$ cat config.mk
export PLATFORM = sky130hd
export DESIGN_NAME = nonce_dispatcher_flat
export DESIGN_NICKNAME = d
export VERILOG_FILES = /design/src/rtl/nonce_dispatcher_pkg.sv /design/src/rtl/nonce_dispatcher_if.sv /design/src/rtl/nonce_dispatcher_inj_credit_counter.sv /design/src/rtl/nonce_dispatcher.sv /design/src/flat_wrapper.sv
export SDC_FILE = /design/constraint.sdc
export NUM_CORES = 2
export LEC_CHECK = 0
export ABC_AREA = 1
export CORE_AREA = 4 4 350 352
export DETAILED_ROUTE_END_ITERATION = 16
export DIE_AREA = 0 0 354 356
export PLACE_DENSITY_LB_ADDON = 0.12
export SYNTH_ARGS = -nofsm -noshare
export SYNTH_HDL_FRONTEND = slang
export SYNTH_SLANG_ARGS = --single-unit
export TNS_END_PERCENT = 1
$ cat constraint.sdc
create_clock -name sys_clk -period 2.64 [get_ports sys_clk]
set_input_delay 0.792 -clock sys_clk [delete_from_list [all_inputs] [get_ports sys_clk]]
set_output_delay 0.792 -clock sys_clk [all_outputs]
set_load 0.02 [all_outputs]
$ cat src/rtl/nonce_dispatcher_pkg.sv
// nonce_dispatcher_pkg: shared NoC/mining definitions for the node-0 dispatcher.
//   Flit layout {valid, tail, dest[4:0], vc[1:0], data[63:0]}, credit width,
//   message constants, FSM state type and a flit builder.
//   NUM_PE defaults to 2 when the NUM_PE macro is not supplied by the build.
//   Optional feature macro: DISPATCH_TIMEOUT_EN (see nonce_dispatcher.sv).
`ifndef NUM_PE
`define NUM_PE 2
`endif

package nonce_dispatcher_pkg;
  localparam int FLIT_W       = 73;
  localparam int CREDIT_W     = 3;
  localparam int HDR_FLITS    = 10;
  localparam int RESULT_FLITS = 3;
  localparam int HDR_W        = 64 * HDR_FLITS;
  localparam logic [63:0] FOUND_BITCOIN_MSG = 64'h1;

  // flit field offsets
  localparam int FLIT_VALID_BIT = 72;
  localparam int FLIT_TAIL_BIT  = 71;
  localparam int FLIT_DEST_LSB  = 66;
  localparam int FLIT_VC_LSB    = 64;

  typedef struct packed {
    logic        valid;
    logic        tail;
    logic [4:0]  dest;
    logic [1:0]  vc;
    logic [63:0] data;
  } flit_t;

  typedef enum logic [1:0] {IDLE, SEND, WAIT, DONE} state_e;

  // Header flits always go out on VC0.
  function automatic flit_t mk_flit(logic tail, logic [4:0] dest, logic [63:0] data);
    flit_t f;
    f.valid = 1'b1;
    f.tail  = tail;
    f.dest  = dest;
    f.vc    = 2'b00;
    f.data  = data;
    return f;
  endfunction
endpackage

$ cat src/rtl/nonce_dispatcher_if.sv
// nonce_dispatcher_if: header handshake, NoC inject/eject and result bundle.
//   slave  : dispatcher side (drives hdr_ready, putFlit, credits, results)
//   master : environment side (drives header, returned credits, ejected flits)
interface nonce_dispatcher_if;
  import nonce_dispatcher_pkg::*;

  logic [HDR_W-1:0]    hdr_in;
  logic                hdr_valid;
  logic                hdr_ready;
  logic                EN_putFlit;
  logic [FLIT_W-1:0]   putFlit;
  logic [CREDIT_W-1:0] credit_ret;
  logic [FLIT_W-1:0]   flit;
  logic                send_credit;
  logic [CREDIT_W-1:0] credit_in;
  logic                done_out;
  logic                found;
  logic [4:0]          found_pid;
  logic [31:0]         found_nonce;
  logic [63:0]         found_clks;
  logic                timed_out;

  modport slave (
    input  hdr_in, hdr_valid, credit_ret, flit,
    output hdr_ready, EN_putFlit, putFlit, send_credit, credit_in,
           done_out, found, found_pid, found_nonce, found_clks, timed_out
  );

  modport master (
    output hdr_in, hdr_valid, credit_ret, flit,
    input  hdr_ready, EN_putFlit, putFlit, send_credit, credit_in,
           done_out, found, found_pid, found_nonce, found_clks, timed_out
  );
endinterface

$ cat src/rtl/nonce_dispatcher_inj_credit_counter.sv
// inj_credit_counter: up/down saturating credit counter for injection VC0.
//   clk, rst (sync, active-high), inc (credit returned), dec (flit injected),
//   has_credit: a flit may be injected this cycle.
module inj_credit_counter #(
  parameter int MAX = 8
) (
  input  logic clk,
  input  logic rst,
  input  logic inc,
  input  logic dec,
  output logic has_credit
);
  localparam int W = $clog2(MAX + 1);

  logic [W-1:0] cnt_q, cnt_d;

  // A return in the same cycle counts as available credit, so a stalled
  // sender resumes on the very cycle the credit arrives.
  assign has_credit = (cnt_q != '0) || inc;

  always_comb begin
    cnt_d = cnt_q;
    if (inc && !dec && cnt_q != W'(MAX)) cnt_d = cnt_q + 1'b1;
    else if (dec && !inc)                cnt_d = cnt_q - 1'b1;
  end

  always_ff @(posedge clk) begin
    if (rst) cnt_q <= W'(MAX);
    else     cnt_q <= cnt_d;
  end
endmodule

$ cat src/rtl/nonce_dispatcher.sv
// nonce_dispatcher: NoC node-0 master. Sends a 640-bit header as 10 flits to
//   each PE 1..NUM_PE, parses 3-flit result messages, latches the first good
//   result and broadcasts done_out.
// Ports: sys_clk, reset (sync, active-high), bus (nonce_dispatcher_if.slave).
// Optional macro DISPATCH_TIMEOUT_EN: WAIT-state watchdog driving timed_out.
module nonce_dispatcher
  import nonce_dispatcher_pkg::*;
#(
  parameter int          NUM_PE      = `NUM_PE,
  parameter int          INJ_CREDITS = 8,
  parameter logic [31:0] TIMEOUT_CYC = 32'hFFFF_FFFF
) (
  input  logic               sys_clk,
  input  logic               reset,
  nonce_dispatcher_if.slave  bus
);
  localparam logic [4:0] LAST_PE = 5'(NUM_PE);
  localparam logic [3:0] LAST_K  = 4'(HDR_FLITS - 1);

  state_e            state_q;
  logic [HDR_W-1:0]  hdr_q;
  logic [3:0]        k_q;
  logic [4:0]        pe_q, pid_q, good_cnt_q;
  logic              hdr_ready_q, en_put_q, send_credit_q, done_q, found_q;
  logic [FLIT_W-1:0] put_q;
  logic [2:0]        credit_in_q;
  logic [31:0]       nonce_q, nonce_tmp_q;
  logic [63:0]       clks_q;
  logic [1:0]        idx_q;
  logic              bad_q;
  logic              has_credit, inject, ret, ej_vld, msg_good, win;
  flit_t             ej;

  assign ej       = flit_t'(bus.flit);
  assign ej_vld   = ej.valid && (state_q != IDLE);
  assign inject   = (state_q == SEND) && has_credit;
  assign ret      = bus.credit_ret[2] && (bus.credit_ret[1:0] == 2'b00);
  assign msg_good = ej_vld && !bad_q && (idx_q == 2'd2) && ej.tail;
  // Only a result seen while traffic is live can win; DONE just drains.
  assign win      = msg_good && !found_q && (state_q == SEND || state_q == WAIT);

  inj_credit_counter #(.MAX(INJ_CREDITS)) u_cred (
    .clk(sys_clk), .rst(reset), .inc(ret), .dec(inject), .has_credit(has_credit)
  );

`ifdef DISPATCH_TIMEOUT_EN
  logic [31:0] to_cnt_q;
  logic        timed_out_q;
  logic        to_fire;
  assign to_fire = (state_q == WAIT) && (to_cnt_q == TIMEOUT_CYC - 32'd1);
  assign bus.timed_out = timed_out_q;
`else
  logic unused_cfg;
  assign unused_cfg    = ^TIMEOUT_CYC;
  assign bus.timed_out = 1'b0;
`endif

  logic unused_ej;
  assign unused_ej = ^{ej.dest, ej.vc};

  always_ff @(posedge sys_clk) begin
    if (reset) begin
      state_q       <= IDLE;
      hdr_q         <= '0;
      k_q           <= '0;
      pe_q          <= 5'd1;
      hdr_ready_q   <= 1'b1;
      en_put_q      <= 1'b0;
      put_q         <= '0;
      send_credit_q <= 1'b0;
      credit_in_q   <= '0;
      done_q        <= 1'b0;
      found_q       <= 1'b0;
      pid_q         <= '0;
      good_cnt_q    <= '0;
      nonce_q       <= '0;
      nonce_tmp_q   <= '0;
      clks_q        <= '0;
      idx_q         <= '0;
      bad_q         <= 1'b0;
`ifdef DISPATCH_TIMEOUT_EN
      to_cnt_q      <= '0;
      timed_out_q   <= 1'b0;
`endif
    end else begin
      en_put_q      <= 1'b0;
      put_q         <= '0;
      send_credit_q <= ej_vld;
      credit_in_q   <= ej_vld ? 3'b100 : 3'b000;

      // Result parser: any tail closes the message; a bad message is
      // swallowed until its tail.
      if (ej_vld) begin
        if (ej.tail) begin
          idx_q <= '0;
          bad_q <= 1'b0;
        end else if (!bad_q) begin
          case (idx_q)
            2'd0: if (ej.data != FOUND_BITCOIN_MSG) bad_q <= 1'b1;
                  else                              idx_q <= 2'd1;
            2'd1: begin
              nonce_tmp_q <= ej.data[31:0];
              idx_q       <= 2'd2;
            end
            default: bad_q <= 1'b1;   // clks flit without tail
          endcase
        end
      end

      if (msg_good) good_cnt_q <= good_cnt_q + 5'd1;
      if (win) begin
        found_q <= 1'b1;
        done_q  <= 1'b1;
        nonce_q <= nonce_tmp_q;
        clks_q  <= ej.data;
`ifndef DISPATCH_TIMEOUT_EN
        pid_q   <= good_cnt_q + 5'd1;
`endif
      end

      case (state_q)
        IDLE: if (bus.hdr_valid && hdr_ready_q) begin
          hdr_q       <= bus.hdr_in;
          hdr_ready_q <= 1'b0;
          k_q         <= '0;
          pe_q        <= 5'd1;
          state_q     <= SEND;
        end
        SEND: if (has_credit) begin
          en_put_q <= 1'b1;
          put_q    <= mk_flit(k_q == LAST_K, pe_q, hdr_q[{k_q, 6'b0} +: 64]);
          if (k_q == LAST_K) begin
            k_q <= '0;
            if (pe_q == LAST_PE) state_q <= (found_q || win) ? DONE : WAIT;
            else                 pe_q    <= pe_q + 5'd1;
          end else begin
            k_q <= k_q + 4'd1;
          end
        end
        WAIT: begin
          if (win) state_q <= DONE;
`ifdef DISPATCH_TIMEOUT_EN
          to_cnt_q <= to_cnt_q + 32'd1;
          if (to_fire) begin
            timed_out_q <= 1'b1;
            done_q      <= 1'b1;
            state_q     <= DONE;
          end
`endif
        end
        default: ;
      endcase
    end
  end

  assign bus.hdr_ready   = hdr_ready_q;
  assign bus.EN_putFlit  = en_put_q;
  assign bus.putFlit     = put_q;
  assign bus.send_credit = send_credit_q;
  assign bus.credit_in   = credit_in_q;
  assign bus.done_out    = done_q;
  assign bus.found       = found_q;
  assign bus.found_pid   = pid_q;
  assign bus.found_nonce = nonce_q;
  assign bus.found_clks  = clks_q;
endmodule

$ cat src/flat_wrapper.sv
// flat-port wrapper written by rule: the top's interface ports become plain ports
module nonce_dispatcher_flat import nonce_dispatcher_pkg::*;
#(
  parameter int          NUM_PE      = `NUM_PE,
  parameter int          INJ_CREDITS = 8,
  parameter logic [31:0] TIMEOUT_CYC = 32'hFFFF_FFFF
)
  (sys_clk, reset, bus_hdr_in, bus_hdr_valid, bus_credit_ret, bus_flit, bus_hdr_ready, bus_EN_putFlit, bus_putFlit, bus_send_credit, bus_credit_in, bus_done_out, bus_found, bus_found_pid, bus_found_nonce, bus_found_clks, bus_timed_out);
  nonce_dispatcher_if bus_i ();
  input  logic sys_clk;
  input  logic reset;
  input wire logic [$bits(bus_i.hdr_in)-1:0] bus_hdr_in;
  input wire logic [$bits(bus_i.hdr_valid)-1:0] bus_hdr_valid;
  input wire logic [$bits(bus_i.credit_ret)-1:0] bus_credit_ret;
  input wire logic [$bits(bus_i.flit)-1:0] bus_flit;
  output wire logic [$bits(bus_i.hdr_ready)-1:0] bus_hdr_ready;
  output wire logic [$bits(bus_i.EN_putFlit)-1:0] bus_EN_putFlit;
  output wire logic [$bits(bus_i.putFlit)-1:0] bus_putFlit;
  output wire logic [$bits(bus_i.send_credit)-1:0] bus_send_credit;
  output wire logic [$bits(bus_i.credit_in)-1:0] bus_credit_in;
  output wire logic [$bits(bus_i.done_out)-1:0] bus_done_out;
  output wire logic [$bits(bus_i.found)-1:0] bus_found;
  output wire logic [$bits(bus_i.found_pid)-1:0] bus_found_pid;
  output wire logic [$bits(bus_i.found_nonce)-1:0] bus_found_nonce;
  output wire logic [$bits(bus_i.found_clks)-1:0] bus_found_clks;
  output wire logic [$bits(bus_i.timed_out)-1:0] bus_timed_out;
  assign bus_i.hdr_in = bus_hdr_in;
  assign bus_i.hdr_valid = bus_hdr_valid;
  assign bus_i.credit_ret = bus_credit_ret;
  assign bus_i.flit = bus_flit;
  assign bus_hdr_ready = bus_i.hdr_ready;
  assign bus_EN_putFlit = bus_i.EN_putFlit;
  assign bus_putFlit = bus_i.putFlit;
  assign bus_send_credit = bus_i.send_credit;
  assign bus_credit_in = bus_i.credit_in;
  assign bus_done_out = bus_i.done_out;
  assign bus_found = bus_i.found;
  assign bus_found_pid = bus_i.found_pid;
  assign bus_found_nonce = bus_i.found_nonce;
  assign bus_found_clks = bus_i.found_clks;
  assign bus_timed_out = bus_i.timed_out;
  nonce_dispatcher #(.NUM_PE(NUM_PE), .INJ_CREDITS(INJ_CREDITS), .TIMEOUT_CYC(TIMEOUT_CYC)) u_core (.sys_clk(sys_clk), .reset(reset), .bus(bus_i));
endmodule
-- After elaboration in Yosys (flattened, before gate mapping)
Cells that the tools add are included.
- register bits: 876
- output and inout port bits: 183
- logic and storage cells: 110
- $add $sub $neg: 5
- equal/unequal tests: 16
- shifts and indexed selects: 1
- multiplexer cells: 29
- bitwise gates (word level): 4
- reduce and logical (&&, ||, !) cells: 36
- operators by type and width (cell ; number):
    640-bit by 11-bit indexed part select with 64-bit output ; 1
    73-bit two-way mux ; 1
    64-bit by 1-bit inequality test with 1-bit output (second input constant) ; 1
    4-bit two-way mux ; 5
    5-bit two-way mux ; 4
    2-bit two-way mux ; 8
    1-bit logical AND ; 12
    5-bit by 1-bit adder with 5-bit output (second input constant) ; 2
    5-bit case mux with 2 select lines ; 1
    4-bit by 1-bit adder with 4-bit output (second input constant) ; 2
    2-bit inequality test (second input constant) ; 4
    4-bit case mux with 2 select lines ; 1
    4-bit AND reduction ; 2
    2-bit zero test ; 3
    2-bit by 1-bit inequality test with 1-bit output (second input constant) ; 3
    2-bit case mux with 3 select lines ; 1
    6-bit AND reduction ; 1
    2-bit nonzero test ; 3
    3-bit nonzero test ; 2
    5-bit by 2-bit == test with 1-bit output (second input constant) ; 1
    1-bit two-way mux ; 5
    5-bit AND reduction ; 1
    2-bit by 1-bit == test with 1-bit output (second input constant) ; 2
    2-bit == test (second input constant) ; 2
    other kinds (15) ; 23

-- Logic depth before layout (Yosys ltp)
- word-level depth: 13
- gate-level depth with buffers: 14
- mapped depth without buffers: 14

-- By module
A second synthesis with hierarchy kept.
- cell total of the unflattened synthesis: 4804
- area total of the unflattened synthesis: 35460.3 um^2
- modules (own cells, without submodules) (module ; instances ; cells an instance ; area an instance (um^2) ; sequential area each (um^2)):
    nonce_dispatcher ; 1 ; 4759 ; 35151.2 ; 17336.6
    inj_credit_counter ; 1 ; 45 ; 309.0 ; 80.1

-- Worst setup path after synthesis
OpenSTA, ideal clock, no wires.
- kind: in2reg
- start point: in bus_credit_ret[1]
- end point: reg u_core.u_cred.cnt_q[3]
- library setup time: 0.114 ns
- arrival time: 2.190 ns
- required time: 2.526 ns
- setup slack: 0.336 ns
- cell stages on the path: 12
- path through: nor2_1 -> nand4_1 -> ha_1 -> nand2_1 -> nand2_1 -> a31oi_1 -> inv_1 -> nor2_1 -> nand3b_1 -> nor2_1 -> nor2_1 -> nand2_1
- cells in the longest elaborated chain, start to end: 8
- elaborated cells on any way between the ends: 11
- classes of those cells: 1 x mux; 10 x reduce/logical
- RTL lines (item ; RTL line ; RTL):
    from (decl) ; flat_wrapper.sv:14 ; input wire logic [$bits(bus_i.credit_ret)-1:0] bus_credit_ret;
    2-bit zero test * ; nonce_dispatcher.sv:37 ; assign ret = bus.credit_ret[2] && (bus.credit_ret[1:0] == 2'b00);
    1-bit logical AND * ; nonce_dispatcher.sv:37 ;
    1-bit logical OR ; nonce_dispatcher_inj_credit_counter.sv:19 ; assign has_credit = (cnt_q != '0) || inc;
    1-bit logical AND ; nonce_dispatcher.sv:36 ; assign inject = (state_q == SEND) && has_credit;
    1-bit zero test ; nonce_dispatcher_inj_credit_counter.sv:23 ; if (inc && !dec && cnt_q != W'(MAX)) cnt_d = cnt_q + 1'b1;
    1-bit logical AND (2 in series) ; nonce_dispatcher_inj_credit_counter.sv:23 ;
    4-bit two-way mux or 2-bit nonzero test (tied branches) ; -- ;
    to (signal assigned) ; nonce_dispatcher_inj_credit_counter.sv:28 ; if (rst) cnt_q <= W'(MAX);
    to (signal assigned) ; nonce_dispatcher_inj_credit_counter.sv:29 ; else cnt_q <= cnt_d;
    to (decl) ; nonce_dispatcher_inj_credit_counter.sv:15 ; logic [W-1:0] cnt_q, cnt_d;
Every way passes the cells marked *; elsewhere a longest branch is shown, timed or not.
A chain may end at the register's enable or synchronous reset.

-- Worst setup path in the final report
- start point: reg u_core.put_q[56] (netlist: u_core.bus.putFlit[56])
- end point: out bus_putFlit[56]
- RTL lines (item ; RTL line ; RTL):
    from (decl) ; nonce_dispatcher.sv:25 ; logic [FLIT_W-1:0] put_q;
    from (signal assigned) ; nonce_dispatcher.sv:131 ; put_q <= mk_flit(k_q == LAST_K, pe_q, hdr_q[{k_q, 6'b0} +: 64]);
    to (decl) ; flat_wrapper.sv:18 ; output wire logic [$bits(bus_i.putFlit)-1:0] bus_putFlit;
No word-level cell between the ends.

==> impl_metrics.json <==
{
  "power_mw": 48.1,
  "htreeDepth": 3,
  "viasPerCell": 4.79,
  "cts_setup_buffers": 0,
  "hold_end": "u_core.bus.found_nonce[16]",
  "rsz0062_at_grt": "false",
  "nNetsFinal": 6329,
  "synth-seq-area-share": 0.493,
  "initial_core_util": 0.296,
  "syn_area_sq_um": 35400,
  "worst_ep_arrival_time_ns": 1.75,
  "powerDensity_nw_per_um2": 957,
  "period_share": 0.961,
  "ys_seq_elements": 870,
  "crit_family": "buffers and inverters",
  "tightest_slew_ns": 0.697,
  "place_inst": 7105,
  "grt_usage": 0.236,
  "syn_inst": 4809,
  "ctsResizeCount": 0,
  "vdd_drop_max_mv": 0.572,
  "drc": 0,
  "grt_pass1_vias": 34200,
  "clk_path_buf_depth": 3,
  "hp-class": "register to register",
  "start_kind": "register",
  "cp_cell_sequence": "clkdlybuf4s50_1",
  "rows": 127,
  "cts_tree": "built",
  "min_period_ns": 2.54,
  "worst-path-stages": 1,
  "layout_common_cells": "o21ai_0 (986), clkdlybuf4s50_1 (889), dfxtp_1 (867)",
  "drt-total-wl_um": 155000,
  "dr.pass1.iters": 5,
  "hp-start": "u_core.bus.found_nonce[16]",
  "min_path_cells": 2,
  "relSlewSlack": 0.535,
  "grt_max_degree": 95,
  "drv_cap": 0,
  "crit_path_end_kind": "output pin",
  "drtIter0Drc": 2429,
  "yosysUniqueCellTypes": 34,
  "ctsRootBufferMaster": "clkbuf_16",
  "max_freq_mhz": 394,
  "areaGrowthSynthToFinish_pct": 42.3,
  "cpPeakStageDelay_ns": 0.76,
  "fillers": 12400,
  "ys_warn_count": 0,
  "p_leak_nw": 19.0,
  "mostFrequentLayoutCell": "o21ai_0",
  "ios": 902,
  "numCtsBuffers": 103,
  "vias": 35100,
  "reg2reg_from": "u_core.state_q[1]",
  "grt_overflow_total": 0,
  "reg2reg_slack_ns": 0.33,
  "coreArea_sq_um": 119000,
  "final_util": 0.421,
  "layoutNonFillerInstCount": 7333,
  "antenna_found_initial": 53,
  "hold_viol": 0,
  "status": "finished, final reports clean",
  "clk_pin_slew_worst_paths_ns": 0.06,
  "path_buf_inv": 1,
  "postCtsHoldBufs": 0,
  "fp.dieW_um": 354,
  "grt_first_pass_wirelength_um": 224000,
  "setup_viol": 0,
  "r2r-end": "u_core.u_cred.cnt_q[3]",
  "finalWeightedCongestion": 0.860,
  "wl_per_cell_um": 21.2,
  "critPathMaxFanout": 1,
  "place_hpwl_um": 115000,
  "die_area_sq_um": 126000,
  "slowest_stage": "clkdlybuf4s50_1",
  "avgSynthCellArea_sq_um": 7.35,
  "r2r.worst_path.cells": 14,
  "drv_slew": 0,
  "whs_ns": 0.442,
  "drive_gt1_frac": 0.0667,
  "clock_skew_ns": 0.0339,
  "critPathKind": "register to output pin",
  "clkLatencyLatePin_ns": 0.69,
  "numPortBuffers": 889,
  "ant_nets": 0,
  "numClockSinks": 870,
  "fp.dieH_um": 356,
  "crit_required_ns": 1.85
}
[how the worst max path moves through the flow]
stage	startpoint	endpoint	slack, ns
after floorplan	bus_credit_ret[1]	u_core.u_cred.cnt_q[3]	0.34
after global placement	bus_credit_ret[1]	u_core.u_cred.cnt_q[3]	-0.24
after CTS	u_core.bus.putFlit[56]	bus_putFlit[56]	0.05
final	u_core.bus.putFlit[56]	bus_putFlit[56]	0.10
after global routing	u_core.bus.putFlit[58]	bus_putFlit[58]	0.004
after detailed placement	bus_credit_ret[1]	u_core.u_cred.cnt_q[3]	-0.20
[sequential cells by signal, summed over array words and instances (netlist names), 5 cells and up]
name / flops
u_core.bus.found_clks: 64
u_core.bus.found_nonce: 32
u_core.bus.found_pid: 5
u_core.bus.putFlit: 70
u_core.good_cnt_q: 5
u_core.hdr_q: 640
u_core.nonce_tmp_q: 32
u_core.pe_q: 5
[metal layers]
layer | up-vias | wire length, um | track usage
met1 | 16500 | 59700 | 0.263
met5 | - | 251 | 0
li1 | 17500 | - | -
met3 | 214 | 10100 | 0.0593
met2 | 882 | 80300 | 0.435
met4 | 34 | 4720 | 0.0812
[Yosys cell counts, drive strengths merged]
| cell | instances | share of area |
|---|---|---|
| a21oi | 620 | 0.088 |
| xnor2 | 3 | 0.00074 |
| ha | 11 | 0.0039 |
| nand3b | 1 | 0.00021 |
| nand2 | 293 | 0.031 |
| nand4 | 3 | 0.00053 |
| o22ai | 1 | 0.00018 |
| o21ai | 1027 | 0.15 |
| inv | 441 | 0.047 |
| clkbuf | 273 | 0.029 |
| conb | 1 | 0.00011 |
| nand3 | 169 | 0.024 |
| clkinv | 1 | 0.00011 |
| buf | 127 | 0.020 |
| nor3 | 6 | 0.0013 |
| dfxtp | 870 | 0.49 |
| xor2 | 2 | 0.00050 |
| and3 | 1 | 0.00018 |
| nor2 | 838 | 0.089 |
| a31oi | 1 | 0.00018 |
| o211ai | 116 | 0.025 |
| a211oi | 2 | 0.00042 |
| nor3b | 1 | 0.00021 |
| fa | 1 | 0.00057 |
[cell type report]
| class | count | area (sq um) | share of cell area |
|---|---|---|---|
| tap | 1612 | 2020 | 0.0401 |
| multi-input combinational | 3101 | 14600 | 0.290 |
| antenna | 38 | 95.1 | 0.00189 |
| timing repair buffer | 1080 | 11100 | 0.220 |
| clock inverter | 37 | 362 | 0.00719 |
| inverter | 442 | 1680 | 0.0334 |
| clock buffer | 153 | 3050 | 0.0606 |
| sequential | 870 | 17400 | 0.347 |
[logic make-up (layout without fill, tap and decap cells)]
group,count (synthesis),after routing,synth area share
AND/OR/NAND/NOR,1312,1312,0.147
buffers and inverters,842,1712,0.0960
AO/OA/AOI/OAI,1767,1767,0.259
flip-flops,870,870,0.493
XOR/XNOR,5,5,0.00124
other,1,43,0.000106
adder cells (fa/ha/maj),12,12,0.00446
[metrics by stage]
stage	setup TNS (ns)	worst slack, ns	area (sq um)
after floorplan	0	0.336	35400
after global placement	-0.305	-0.239	46800
after detailed placement	-0.234	-0.197	46800
after CTS	0	0.0484	50200
after global routing	0	0.00398	50200
final	0	0.102	50300
[where the power goes]
part / switching, mW / internal (mW)
Clock: 5.95 / 8.39
Sequential: 1.19 / 16.1
Combinational: 10.5 / 5.93
Note: power is estimated with default switching activity, not from simulation.
